File: src/rtl/pc_pkg.sv
// Shared types and default constants for the fetch-stage program-counter generator.
package pc_pkg;

    typedef enum logic [2:0] {
        NPC_SEQ,
        NPC_HOLD,
        NPC_TRAP,
        NPC_REDIR,
        NPC_CALL,
        NPC_RET,
        NPC_CALLRET
    } npc_sel_t;

    localparam int DEF_XLEN      = 32;
    localparam int DEF_INC       = 4;
    localparam int DEF_RAS_DEPTH = 4;

endpackage

File: src/rtl/pc_ras.sv
// Circular return-address stack: a full push overwrites the oldest entry, and
// the top entry is readable in the same cycle so a return can use it at once.
module pc_ras #(
    parameter int XLEN  = 32,
    parameter int DEPTH = 4
) (
    input  logic                       clk,
    input  logic                       rst,
    input  logic                       flush,
    input  logic                       push,
    input  logic                       pop,
    input  logic                       replace,
    input  logic [XLEN-1:0]            wdata,
    output logic [XLEN-1:0]            rdata,
    output logic [$clog2(DEPTH):0]     count
);

    localparam int PW = $clog2(DEPTH);
    localparam int CW = PW + 1;

    logic [XLEN-1:0] mem [DEPTH];
    logic [PW-1:0]   ptr_reg;
    logic [CW-1:0]   count_reg;
    logic [PW-1:0]   top_idx;
    logic            wr_en;
    logic [PW-1:0]   wr_idx;
    logic            empty;

    // ptr_reg is the next free slot; the top of stack sits one entry behind it
    assign top_idx = ptr_reg - PW'(1);
    assign empty   = (count_reg == '0);

    always_comb begin
        wr_en  = !rst && !flush && (push || replace);
        wr_idx = (replace && !empty) ? top_idx : ptr_reg;
    end

    always_ff @(posedge clk) begin
        if (wr_en) begin
            mem[wr_idx] <= wdata;
        end
    end

    always_ff @(posedge clk) begin
        if (rst || flush) begin
            ptr_reg   <= '0;
            count_reg <= '0;
        end else if (replace) begin
            // replacing into an empty stack degenerates to a push
            if (empty) begin
                ptr_reg   <= ptr_reg + PW'(1);
                count_reg <= CW'(1);
            end
        end else if (push) begin
            ptr_reg <= ptr_reg + PW'(1);
            if (count_reg != CW'(DEPTH)) begin
                count_reg <= count_reg + CW'(1);
            end
        end else if (pop && !empty) begin
            ptr_reg   <= top_idx;
            count_reg <= count_reg - CW'(1);
        end
    end

    assign rdata = mem[top_idx];
    assign count = count_reg;

endmodule

File: src/rtl/pc_gen.sv
// Program-counter generator: fixed-priority next-PC selection between trap,
// redirect, stall, call/return prediction and sequential fetch.
module pc_gen
    import pc_pkg::*;
#(
    parameter int              XLEN      = DEF_XLEN,
    parameter logic [XLEN-1:0] RESET_VEC = '0,
    parameter int              INC       = DEF_INC,
    parameter int              RAS_DEPTH = DEF_RAS_DEPTH
) (
    input  logic                         clk,
    input  logic                         rst,
    input  logic                         stall,
    input  logic                         trap_en,
    input  logic [XLEN-1:0]              trap_pc,
    input  logic                         redirect_en,
    input  logic [XLEN-1:0]              redirect_pc,
    input  logic                         call_en,
    input  logic [XLEN-1:0]              call_target,
    input  logic                         ret_en,
    output logic [XLEN-1:0]              pc,
    output logic                         pc_valid,
    output logic [$clog2(RAS_DEPTH):0]   ras_count,
    output logic                         ras_miss
);

    localparam int              CW         = $clog2(RAS_DEPTH) + 1;
    localparam logic [XLEN-1:0] ALIGN_MASK = ~XLEN'(INC - 1);

    logic [XLEN-1:0] pc_reg;
    logic [XLEN-1:0] pc_next;
    logic [XLEN-1:0] seq_pc;
    logic [XLEN-1:0] ras_top;
    logic [CW-1:0]   ras_cnt;
    logic            valid_reg;
    logic            miss_reg;
    logic            miss_next;
    logic            ras_flush;
    logic            ras_push;
    logic            ras_pop;
    logic            ras_replace;
    npc_sel_t        sel;

    // wraps modulo 2^XLEN by construction
    assign seq_pc = pc_reg + XLEN'(INC);

    always_comb begin
        sel       = NPC_SEQ;
        miss_next = 1'b0;
        if (trap_en) begin
            sel = NPC_TRAP;
        end else if (redirect_en) begin
            sel = NPC_REDIR;
        end else if (stall) begin
            sel = NPC_HOLD;
        end else if (call_en && ret_en) begin
            sel = NPC_CALLRET;
        end else if (call_en) begin
            sel = NPC_CALL;
        end else if (ret_en) begin
            if (ras_cnt != '0) begin
                sel = NPC_RET;
            end else begin
                miss_next = 1'b1;
            end
        end
    end

    always_comb begin
        pc_next     = seq_pc;
        ras_flush   = 1'b0;
        ras_push    = 1'b0;
        ras_pop     = 1'b0;
        ras_replace = 1'b0;
        case (sel)
            NPC_TRAP: begin
                pc_next   = trap_pc & ALIGN_MASK;
                ras_flush = 1'b1;
            end
            NPC_REDIR:   pc_next = redirect_pc & ALIGN_MASK;
            NPC_HOLD:    pc_next = pc_reg;
            NPC_CALLRET: begin
                pc_next     = call_target & ALIGN_MASK;
                ras_replace = 1'b1;
            end
            NPC_CALL: begin
                pc_next  = call_target & ALIGN_MASK;
                ras_push = 1'b1;
            end
            NPC_RET: begin
                pc_next = ras_top & ALIGN_MASK;
                ras_pop = 1'b1;
            end
            default:     pc_next = seq_pc;
        endcase
    end

    always_ff @(posedge clk) begin
        if (rst) begin
            pc_reg    <= RESET_VEC;
            valid_reg <= 1'b0;
            miss_reg  <= 1'b0;
        end else begin
            pc_reg    <= pc_next;
            valid_reg <= 1'b1;
            miss_reg  <= miss_next;
        end
    end

    pc_ras #(
        .XLEN  (XLEN),
        .DEPTH (RAS_DEPTH)
    ) u_ras (
        .clk     (clk),
        .rst     (rst),
        .flush   (ras_flush),
        .push    (ras_push),
        .pop     (ras_pop),
        .replace (ras_replace),
        .wdata   (seq_pc),
        .rdata   (ras_top),
        .count   (ras_cnt)
    );

    assign pc        = pc_reg;
    assign pc_valid  = valid_reg;
    assign ras_count = ras_cnt;
    assign ras_miss  = miss_reg;

endmodule

File: config.mk
export PLATFORM = sky130hd
export DESIGN_NAME = pc_gen
export DESIGN_NICKNAME = d
export VERILOG_FILES = /design/src/rtl/pc_pkg.sv /design/src/rtl/pc_ras.sv /design/src/rtl/pc_gen.sv
export SDC_FILE = /design/constraint.sdc
export NUM_CORES = 1
export LEC_CHECK = 0
export BUFFER_PORTS_ARGS = -buffer_cell sky130_fd_sc_hd__buf_2
export CAP_MARGIN = 20
export CORE_ASPECT_RATIO = 1.5
export CORE_MARGIN = 3
export CORE_UTILIZATION = 55
export DETAILED_ROUTE_END_ITERATION = 10
export PLACE_DENSITY = 0.85
export SLEW_MARGIN = 0
export SYNTH_ARGS = -nofsm -noshare
export SYNTH_HDL_FRONTEND = slang
export SYNTH_SLANG_ARGS = --single-unit
File: constraint.sdc
create_clock -name clk -period 4.2 [get_ports clk]
set_clock_uncertainty 0.05 [all_clocks]
set_input_delay 0 -clock clk [delete_from_list [all_inputs] [get_ports clk]]
set_output_delay 0 -clock clk [all_outputs]
set_load 0.01 [all_outputs]
* Word-level counts from Yosys, hierarchy flattened
Memory sizes are Yosys's and may differ from the RTL's. Index checks and enable logic that the tools add are counted.
Cells by class: $add $sub $neg 5, eq/ne operators 9, multiplexer cells 26, bitwise operators 1, reduce and logical (&&, ||, !) cells 17
Operator list (number):
- one-hot mux 32 bit (5 select lines) | 1
- 2-to-1 mux 3 bit | 12
- adder 32 x 3 -> 32 bit (second input constant) | 1
- 2-to-1 mux 2 bit | 5
- equality test 3 bit (second input constant) | 3
- 2-to-1 mux 1 bit | 8
- OR reduction 7 bit | 1
- equality test 3 x 2 -> 1 bit (second input constant) | 2
- inequality test 3 bit (second input constant) | 2
- nonzero test 3 bit | 2
- logical AND 1 bit | 5
- adder 3 x 1 -> 3 bit (second input constant) | 1
- equality test 3 x 1 -> 1 bit (second input constant) | 1
- zero test 1 bit | 3
- zero test 3 bit | 1
- AND reduction 3 bit | 1
- subtractor 3 x 1 -> 3 bit (second input constant) | 1
- adder 2 x 1 -> 2 bit (second input constant) | 1
- logical OR 1 bit | 2
- inequality test 2 bit (second input constant) | 1
- AND reduction 2 bit | 1
- OR reduction 2 bit | 1
- subtractor 2 x 1 -> 2 bit (second input constant) | 1
- inverter 1 bit | 1
Word-level totals: bits in registers 39, memory bits (writable) 128, input port bits 103, output and inout port bits 37, logic and storage cells 64, memories 1
Memories:
- u_ras.mem | depth 4, bits a word 32, read ports 1, clocked after memory_dff 0, write ports 1, line pc_ras.sv:21 | logic [XLEN-1:0] mem [DEPTH];

* Longest topological paths before layout
Gate-level depths: netlist (run 1).
word-level depth 15, depth in mapped cells 9, depth with buffers taken out 7

* By module
From an unflattened synthesis (run 1), not the netlist that was laid out.
Second synthesis, totals: cell total of the unflattened synthesis 622, area total of the unflattened synthesis 8031.5 um^2
Modules (own cells, without submodules):
- pc_ras | instances 1, cells an instance 233, area each 5098.6 um^2, seq. area each 3943.8 um^2
- pc_gen | instances 1, cells an instance 389, area each 2932.8 um^2, seq. area each 640.6 um^2

* Least setup slack after synthesis (run 1)
No wires, ideal clock.
kind register -> register, start register u_ras.ptr_reg[1], end memory u_ras.mem[3][10], enable pin, library setup time 455 ps, data arrival time 3398 ps, data required time 3695 ps, slack 297 ps, cell stages (with the launch flop) 8, buffers on the path 3, clock period less this slack 3903 ps, path through dfxtp_1 -> buf_2 -> buf_2 -> clkbuf_1 -> inv_1 -> nor2_1 -> a22oi_1 -> nor3_1
Between the ends: cells in the longest elaborated chain, start to end 2
RTL lines:
- start, declared | line pc_ras.sv:22 | logic [PW-1:0] ptr_reg;
- start signal, assigned | line pc_ras.sv:51 | ptr_reg <= ptr_reg + PW'(1);
- start signal, assigned | line pc_ras.sv:55 | ptr_reg <= ptr_reg + PW'(1);
- start signal, assigned | line pc_ras.sv:60 | ptr_reg <= top_idx;
- subtractor 2 x 1 -> 2 bit | line pc_ras.sv:30 | assign top_idx = ptr_reg - PW'(1);
- 2-to-1 mux 2 bit * | line pc_ras.sv:35 | wr_idx = (replace && !empty) ? top_idx : ptr_reg;
- end, declared | line pc_ras.sv:21
Every way passes the cells marked *; elsewhere a longest branch is shown, timed or not.

* Worst setup path in the final report (run 1)
start register u_ras.ptr_reg[0], end register pc_reg[21] (netlist: pc[21])
Between the ends: cells in the longest elaborated chain, start to end 3
RTL lines:
- subtractor 2 x 1 -> 2 bit | line pc_ras.sv:30
- memory (4 x 32 bit)
- one-hot mux 32 bit (5 select lines) | line pc_gen.sv:75 | case (sel)
- end signal, assigned | line pc_gen.sv:104 | pc_reg <= pc_next;
- end, declared | line pc_gen.sv:30 | logic [XLEN-1:0] pc_reg;
Every way passes these cells. A chain may end at the register's enable or synchronous reset.

==> summary.md, run 1 <==
| Metric | Value |
|---|---|
| Layout cell share with drive strength beyond 1 | 28.87% |
| Total CTS buffers | 17 |
| Iteration-0 DRC Markers | 658 |
| Crit. End Element | register |
| CP Buf/Inv Count | 2 |
| CP arrival | 3.31 ns |
| Width of the chip | 103.0 um |
| DP Area | 0.008514 mm2 |
| Routed len/inst | 24.21 um |
| CP max stage delay | 0.92 ns |
| Root Driver | clkbuf_16 |
| Ys flop type | edfxtp_1 |
| Initial Util | 56.87% |
| Synth Area in Adders | 0.4187% |
| Grt ovf | 0 |
| Worst rel slew slack | 24.30% |
| CTS resizes | 0 |
| Clock power frac | 44.1% |
| Nets | 868 |
| Layout area overhead | 20.60% |
| Most frequent cells in the layout | buf_2, edfxtp_1, nand2_1, a21oi_1, dfxtp_1 |
| CP cell instances | buf_4 -> mux4_2 -> a221oi_1 -> dlygate4sd3_1 -> a21oi_1 |
| TritonCTS clock tree | yes |
| Final setup viols | 0 |
| Synth warnings | 0 |
| Net Switching | 0.8474 mW |
| Int Power | 2.923 mW |
| RD Place Congestion | 0.9219 |
| Final hold violation count | 2 |
| Die H | 151.6 um |
| Largest family of logic cells by synthesized area | compound AO/OA/AOI/OAI gates |
| Top delay family on crit path | buffers and inverters |
| Io pins | 140 |
| Failing checks | hold timing |
| Cell with the largest stage delay on the worst path | dfxtp_2 |
| EDFF count, synth | 120 |
| Via count | 6260 |
| FF+latch area | 0.004345 mm2 |
| Post-CTS setup buffers | 0 |
| CP required | 4.46 ns |
| Maximum fanout along the worst path | 24 |
| Post-route ant nets | 0 |
| Worst-skew pair later-pin latency | 0.43 ns |
| Drt via density | 6.674 |
| Xor-xnor portion of the synthesized cell area | 3.156% |
| Pleak | 3.358 nW |
| Fillers | 924 |
| First-pass GRT wire length | 34.53 mm |
| Peak Freq | 328.2 MHz |
| Leading cell type in the layout, fill and taps excluded | buf_2 |
| Pwr/cell area | 402.3 mW/mm2 |
| Row cnt | 52 |
| Pin count of the biggest net entering global routing | 67 |
| RSZ-0062 raised after global routing | false |
| Multi-input logic area | 0.003164 mm2 |
| H-Tree Depth | 4 |
| Initial antenna violation count | 0 |
| Worst-path clk slew | 0.06 ns |
| Slew Limit Fails | 0 |
| Multiplexer share of the synthesized area | 9.211% |
| Vias in the first global route | 6394 |
| Worst Slack Setup Final | 1.153 ns |
| Min Clock Period, post-route | 3.047 ns |
| CTS Hold Bufs | 20 |
| Sw frac | 22.48% |
| Maximum vdd ir drop | 0.3452 mV |
| # DRC | 0 |
| Avg Inst Size Synth | 12.33 um2 |
| HP Class | in -> reg |
| Number of library cell types mapped by synthesis | 65 |
| Max FFs per register | 120 |
| Compound-Gate Fraction of Synth Area | 14.15% |
| GRT Util Overall | 30.03% |
| Gate count of the mapped netlist | 630 |
| Crit path kind | reg -> reg |
| Sink Count | 157 |
| Post-route cell area | 0.009370 mm2 |
| Die footprint | 0.01562 mm2 |
| Hold_ws | -0.005364 ns |
| Slew @ Worst Pin | 1.136 ns |
| Drt pass-1 iters | 5 |
| Ys async rst share | 0% |
| CTS Buffer Depth | 2 |
| Ant. Diodes | 0 |
| Outcome | complete, but fails checks |
| Period utilization | 72.54% |
| Hpwl dp | 15.04 mm |
| Non-Filler Instances | 938 |
| Placement Setup Slack | 1.224 ns |
| Sum Neg Setup Slack | 0 ns |
| Synth Register Bits | 157 |
| Final wirelength | 22.71 mm |
| Synth Area in Simple Gates | 13.38% |
| Placed cells | 885 |
| Post-Syn Area | 0.007770 mm2 |
| Post-synthesis sequential area ratio | 55.91% |
| Max Cap Viol | 0 |
| CORE AREA | 0.01366 mm2 |
| Seq pwr share | 46.7% |
| Number of I/O port buffers | 131 |
| Worst Setup Start Kind | register |
| Comb pwr share | 9.2% |
## power groups by stage
stage,Sequential [mW],Clock (mW),Combinational [mW]
2_1_floorplan,1.78,0,0.185
3_3_place_gp,1.79,0,0.305
3_5_place_dp,1.79,0,0.322
4_1_cts,1.76,1.66,0.342
5_1_grt,1.77,1.73,0.374
6_report,1.76,1.66,0.347
## per-layer routing
layer | wire length [um] | GRT usage [%]
met2 | 11830 | 51.16
met3 | 1959 | 5.634
met4 | 842 | 14.65
met5 | 0 | 0
met1 | 8069 | 36.20
## cells by family after synthesis
group                      count (synthesis)
AOI/OAI and AO/OA                        154
xor gates and xnor gates                  28
adders and majority gates                  2
buffers and inverters                     66
DFF                                      157
muxes                                     34
other                                      1
and+or+nand+nor                          188
## cells in the mapped netlist, types with 5 or more instances
cell type	n	area [um2]
nand4_1	6	37.54
buf_2	20	100.1
nor4_1	11	68.82
mux4_2	30	675.7
a21oi_1	36	180.2
a221oi_1	23	201.4
nand3_1	13	65.06
o211ai_1	5	37.54
nor3_1	27	135.1
xor2_1	13	113.9
dfxtp_1	37	740.7
nor2b_1	5	31.28
edfxtp_1	120	3603
o21a_1	6	45.04
a211oi_1	5	37.54
a31oi_1	10	62.56
nor2_1	30	112.6
clkbuf_1	24	90.09
and3_1	5	31.28
inv_1	15	56.30
xnor2_1	15	131.4
a221o_1	14	140.1
o21ai_0	24	120.1
nand2_1	55	206.5
## tightest hold or removal path, cell delays in order
cell and delay [ns]:
buf_2 0.09, a221oi_1 0.09, o211ai_1 0.10, o211a_1 0.16
## cell type report
cell class	count	area share, %
clock inverters	9	1.669
clock buffers	23	5.221
inverters	15	0.6009
repair buffers	164	10.20
well taps	162	2.163
multi-input cells	408	33.77
flip-flops and latches	157	46.37
## per-stage QoR
step                      total power [mW]  utilization, %
after floorplan                      1.970               -
after global placement               2.094           62.32
after detailed placement             2.114           62.32
after CTS                            3.762           68.51
after global routing                 3.871           68.58
final                                3.770           68.58
## worst paths after layout
check                    from     end  slack (ns)  depth (start not counted)
min                trap_pc[8]   pc[8]      -0.005                          4
max reg2reg  u_ras.ptr_reg[0]  pc[21]        1.15                          5
max          u_ras.ptr_reg[0]  pc[21]        1.15                          5
min reg2reg            pc[25]  pc[25]        0.52                          2
(Power assumes the default switching activity.)
==> inputs of run 2 (changes only) <==
==> constraint.sdc (replaced) <==
create_clock -name clk -period 3.1 [get_ports clk]
set_clock_uncertainty 0.05 [all_clocks]
set_input_delay 0 -clock clk [delete_from_list [all_inputs] [get_ports clk]]
set_output_delay 0 -clock clk [all_outputs]
set_load 0.01 [all_outputs]
==> run 2 against run 1 <==
Effect of this change: the flow still finishes with violations (hold timing); first-iteration DRC count rose by 4.9%; non-clock buffer count rose by 16; clock-buffer cell count down 3; global-route usage grew 0.36 points; flip-flop and latch count did not move; core utilization rose by 0.85 points; cell count up 1.7%; clock power rose by 31%; wire length grew 0.81%; largest cell class unchanged.
==> summary.md, run 2 (synthesized netlist as in run 1, its figures left out) <==
| Metric | Value |
|---|---|
| Total CTS buffers | 17 |
| CP required | 3.36 ns |
| Final wirelength | 22.89 mm |
| TritonCTS clock tree | yes |
| Pwr/cell area | 533.0 mW/mm2 |
| Width of the chip | 103.0 um |
| Pin count of the biggest net entering global routing | 49 |
| Nets | 884 |
| Root Driver | clkbuf_16 |
| Cell with the largest stage delay on the worst path | dfxtp_2 |
| Iteration-0 DRC Markers | 690 |
| Outcome | complete, but fails checks |
| Top cell by count, worst path | buf_4 |
| Sink Count | 157 |
| Crit. End Element | register |
| Maximum vdd ir drop | 0.4238 mV |
| Final hold violation count | 2 |
| Drt pass-1 iters | 5 |
| First-pass GRT wire length | 35.26 mm |
| Vias in the first global route | 6497 |
| CP cell instances | buf_4 -> buf_4 -> mux4_2 -> a221oi_1 -> dlygate4sd3_1 -> a21oi_1 |
| Drt via density | 6.779 |
| Worst Slack Setup Final | 0.2289 ns |
| Sum Neg Setup Slack | 0 ns |
| HP Class | in -> reg |
| Row cnt | 52 |
| Via count | 6467 |
| Placement Setup Slack | 0.5372 ns |
| H-Tree Depth | 4 |
| Final setup viols | 0 |
| Layout cell share with drive strength beyond 1 | 29.67% |
| Max FFs per register | 120 |
| Worst Setup Start Kind | register |
| Worst rel slew slack | 41.46% |
| Io pins | 140 |
| Post-route cell area | 0.009487 mm2 |
| Min Clock Period, post-route | 2.871 ns |
| Initial Util | 56.87% |
| Die footprint | 0.01562 mm2 |
| Hpwl dp | 14.90 mm |
| CTS Buffer Depth | 2 |
| RD Place Congestion | 0.9297 |
| Fillers | 901 |
| Layout area overhead | 22.09% |
| CTS resizes | 0 |
| Number of I/O port buffers | 131 |
| Post-route ant nets | 0 |
| Period utilization | 92.62% |
| Leading cell type in the layout, fill and taps excluded | buf_2 |
| Die H | 151.6 um |
| Pleak | 3.430 nW |
| Peak Freq | 348.3 MHz |
| CP max stage delay | 0.63 ns |
| CP arrival | 3.13 ns |
| # DRC | 0 |
| Ant. Diodes | 0 |
| Initial antenna violation count | 0 |
| Failing checks | hold timing |
| GRT Util Overall | 30.39% |
| Worst-skew pair later-pin latency | 0.43 ns |
| RSZ-0062 raised after global routing | false |
| Most frequent cells in the layout | buf_2, edfxtp_1, nand2_1, a21oi_1, dfxtp_1 |
| CORE AREA | 0.01366 mm2 |
| DP Area | 0.008610 mm2 |
| Maximum fanout along the worst path | 16 |
| Crit path kind | reg -> reg |
| Max Cap Viol | 0 |
| Hold_ws | -0.006785 ns |
| Worst-path clk slew | 0.06 ns |
| Slew @ Worst Pin | 0.8701 ns |
| Routed len/inst | 23.99 um |
| Grt ovf | 0 |
| Slew Limit Fails | 0 |
## run 2: stage by stage
step | util, % | power [mW] | hold WS [ns] | cells
2_1_floorplan | - | 2.669 | 0.1004 | 631
3_3_place_gp | 62.96 | 2.836 | 0.2301 | 895
3_5_place_dp | 63.01 | 2.864 | 0.2448 | 896
4_1_cts | 69.43 | 5.050 | 0.0001623 | 954
5_1_grt | 69.43 | 5.203 | 0.02482 | 954
6_report | 69.43 | 5.057 | -0.006785 | 954
## run 2: layout make-up
type	instances	area (um2)	share of cell area, %
Clock buffer	20	446.7	4.709
Sequential cell	157	4345	45.81
Timing Repair Buffer	180	1089	11.47
Inverter	15	56.30	0.5935
Multi-Input combinational cell	408	3177	33.49
Tap cell	162	202.7	2.137
Clock inverter	12	170.2	1.794
## run 2: power breakdown
part	switching [mW]	internal [mW]	total [mW]
clock network	0.819	1.36	2.18
logic	0.278	0.215	0.493
registers	0.0662	2.32	2.38
## run 2: routing by layer
| metal | vias to the layer above | global-route usage [%] | share of wire [%] |
|---|---|---|---|
| met5 | - | 0 | 0 |
| met4 | 0 | 14.97 | 4.4 |
| li1 | 2784 | - | - |
| met2 | 450 | 50.51 | 51 |
| met3 | 88 | 6.596 | 9.6 |
| met1 | 3145 | 37.19 | 35 |
## run 2: worst max-delay path: cells and delay by family (launching register included)
family	cells	cell delay (ns)
mux	1	0.54
flops	1	0.63
compound gates	2	0.43
buf+inv	3	1.10
## run 2: path summary, 6_finish.rpt
path	cells after the start	slack (ns)	to	from
max	6	0.23	pc[20]	u_ras.ptr_reg[0]
min	4	-0.007	pc[3]	call_target[3]
max reg2reg	6	0.23	pc[20]	u_ras.ptr_reg[0]
min reg2reg	2	0.52	pc[7]	pc[7]
## run 2: what timing repair did
action | in CTS | in global routing
setup endpoints to repair | 0 | 0
hold endpoints to repair | 16 | 0
hold buffers | 26 | 0
buffers inserted | 0 | 0
==> inputs of run 3 (changes only) <==
--- a/config.mk
+++ b/config.mk
@@ -7,11 +7,11 @@
 export LEC_CHECK = 0
 export BUFFER_PORTS_ARGS = -buffer_cell sky130_fd_sc_hd__buf_2
 export CAP_MARGIN = 20
-export CORE_ASPECT_RATIO = 1.5
+export CORE_ASPECT_RATIO = 0.75
 export CORE_MARGIN = 3
 export CORE_UTILIZATION = 55
 export DETAILED_ROUTE_END_ITERATION = 10
-export PLACE_DENSITY = 0.85
+export PLACE_DENSITY = 0.79
 export SLEW_MARGIN = 0
 export SYNTH_ARGS = -nofsm -noshare
 export SYNTH_HDL_FRONTEND = slang
==> run 3 against run 2 <==
Effect of this change: the flow now finishes without violations; combinational power down 2%; total power shrank 1.8%; clock power shrank 4%.
==> summary.md, run 3 (synthesized netlist as in run 1, its figures left out) <==
| Metric | Value |
|---|---|
| Leading cell type in the layout, fill and taps excluded | buf_2 |
| Number of I/O port buffers | 131 |
| Post-route ant nets | 0 |
| Seq pwr share | 48.0% |
| Initial Util | 58.08% |
| Grt ovf | 0 |
| Vias in the first global route | 6265 |
| RD Place Congestion | 0.8110 |
| Layout cell share with drive strength beyond 1 | 30.05% |
| Pleak | 3.421 nW |
| Nets | 884 |
| Slew Limit Fails | 0 |
| Layout area overhead | 22.03% |
| Crit. End Element | register |
| Sink Count | 157 |
| Final hold violation count | 0 |
| CTS resizes | 0 |
| Sum Neg Setup Slack | 0 ns |
| CORE AREA | 0.01338 mm2 |
| Worst rel slew slack | 49.04% |
| Comb pwr share | 9.7% |
| Initial antenna violation count | 0 |
| Io pins | 140 |
| Period utilization | 88.84% |
| Maximum fanout along the worst path | 19 |
| Routed len/inst | 23.56 um |
| Pwr/cell area | 523.6 mW/mm2 |
| First-pass GRT wire length | 34.81 mm |
| CTS Buffer Depth | 2 |
| CTS Hold Bufs | 25 |
| CP arrival | 3.02 ns |
| Crit path kind | reg -> reg |
| Worst-skew pair later-pin latency | 0.43 ns |
| Maximum vdd ir drop | 0.4403 mV |
| Sw frac | 24.92% |
| Worst Setup Start Kind | register |
| Clock power frac | 42.3% |
| Die footprint | 0.01560 mm2 |
| # DRC | 0 |
| Most frequent cells in the layout | buf_2, edfxtp_1, nand2_1, a21oi_1, dfxtp_1 |
| Width of the chip | 143.2 um |
| Drt pass-1 iters | 7 |
| Via count | 6387 |
| Int Power | 3.728 mW |
| Root Driver | clkbuf_16 |
| Outcome | finished, final reports clean |
| RSZ-0062 raised after global routing | false |
| Post-CTS setup buffers | 0 |
| Ant. Diodes | 0 |
| Max Cap Viol | 0 |
| Slew @ Worst Pin | 0.7644 ns |
| Drt via density | 6.632 |
| Max FFs per register | 120 |
| CP required | 3.37 ns |
| H-Tree Depth | 4 |
| Min Clock Period, post-route | 2.754 ns |
| Fillers | 905 |
| Hpwl dp | 15.15 mm |
| Post-route cell area | 0.009482 mm2 |
| TritonCTS clock tree | yes |
| Iteration-0 DRC Markers | 795 |
| Final setup viols | 0 |
| Final wirelength | 22.69 mm |
| Die H | 108.9 um |
| Worst-path clk slew | 0.07 ns |
| Row cnt | 36 |
| Total CTS buffers | 17 |
| HP Class | in -> reg |
| Peak Freq | 363.1 MHz |
| Pin count of the biggest net entering global routing | 31 |
| GRT Util Overall | 29.64% |
| DP Area | 0.008641 mm2 |
| Net Switching | 1.237 mW |
-- run 3: changes by cell type in the layout (fill, tap and decap cells not counted), sizes merged --
cell / previous run / this run
clkbuf: 20 / 17
buf: 154 / 155
inv: 15 / 19
dlygate4sd3: 26 / 25
clkinv: 5 / 7
bufinv: 4 / 2
clkinvlp: 3 / 2
-- run 3: metal layers --
layer  GRT usage [%]  wire length (um)  vias up
met2           47.82             10970      405
met5               0                 0        -
li1                -                 -     2793
met1           40.08              8834     3127
met4           10.75               597        0
met3           6.576              2289       62
-- run 3: area by class of cell --
class	instances	area [um2]	share of cell area, %
multi-input combinational	408	3177	33.50
clock buffer	17	425.4	4.487
timing repair buffer	180	1099	11.59
sequential	157	4345	45.83
clock inverter	15	165.2	1.742
tap	171	214.0	2.257
inverter	15	56.30	0.5938
-- run 3: critical path, stage by stage, from the launching register on --
cell	delay, ns
dfxtp_2	0.74
buf_4	0.32
mux4_2	0.53
a221oi_1	0.31
dlygate4sd3_1	0.61
a21oi_1	0.07
-- run 3: worst paths after layout --
kind / end / slack, ns / cells after the start / startpoint
worst min-delay path: pc[19] / 0.002 / 5 / call_target[19]
worst max-delay path: pc[21] / 0.35 / 5 / u_ras.ptr_reg[0]
worst min register to register: pc[25] / 0.50 / 2 / pc[25]
worst max register to register: pc[21] / 0.35 / 5 / u_ras.ptr_reg[0]
-- run 3: per-stage QoR --
stage	utilization, %	hold WS [ns]	instances	power [mW]	setup slack, ns
2_1_floorplan	-	0.1004	631	2.669	0.1094
3_3_place_gp	64.59	0.2288	906	2.842	0.6242
3_5_place_dp	64.59	0.2387	906	2.866	0.4970
4_1_cts	70.88	0.005213	963	4.958	0.3881
5_1_grt	70.88	0.03757	963	5.108	0.2240
6_report	70.88	0.001567	963	4.965	0.3461
-- run 3: power by group through the flow --
stage / clock network, mW / logic, mW / registers [mW]
finish: 2.10 / 0.482 / 2.38
global route: 2.20 / 0.520 / 2.39
CTS: 2.10 / 0.474 / 2.38
detailed placement: 0 / 0.439 / 2.43
global placement: 0 / 0.421 / 2.42
floorplan: 0 / 0.251 / 2.42
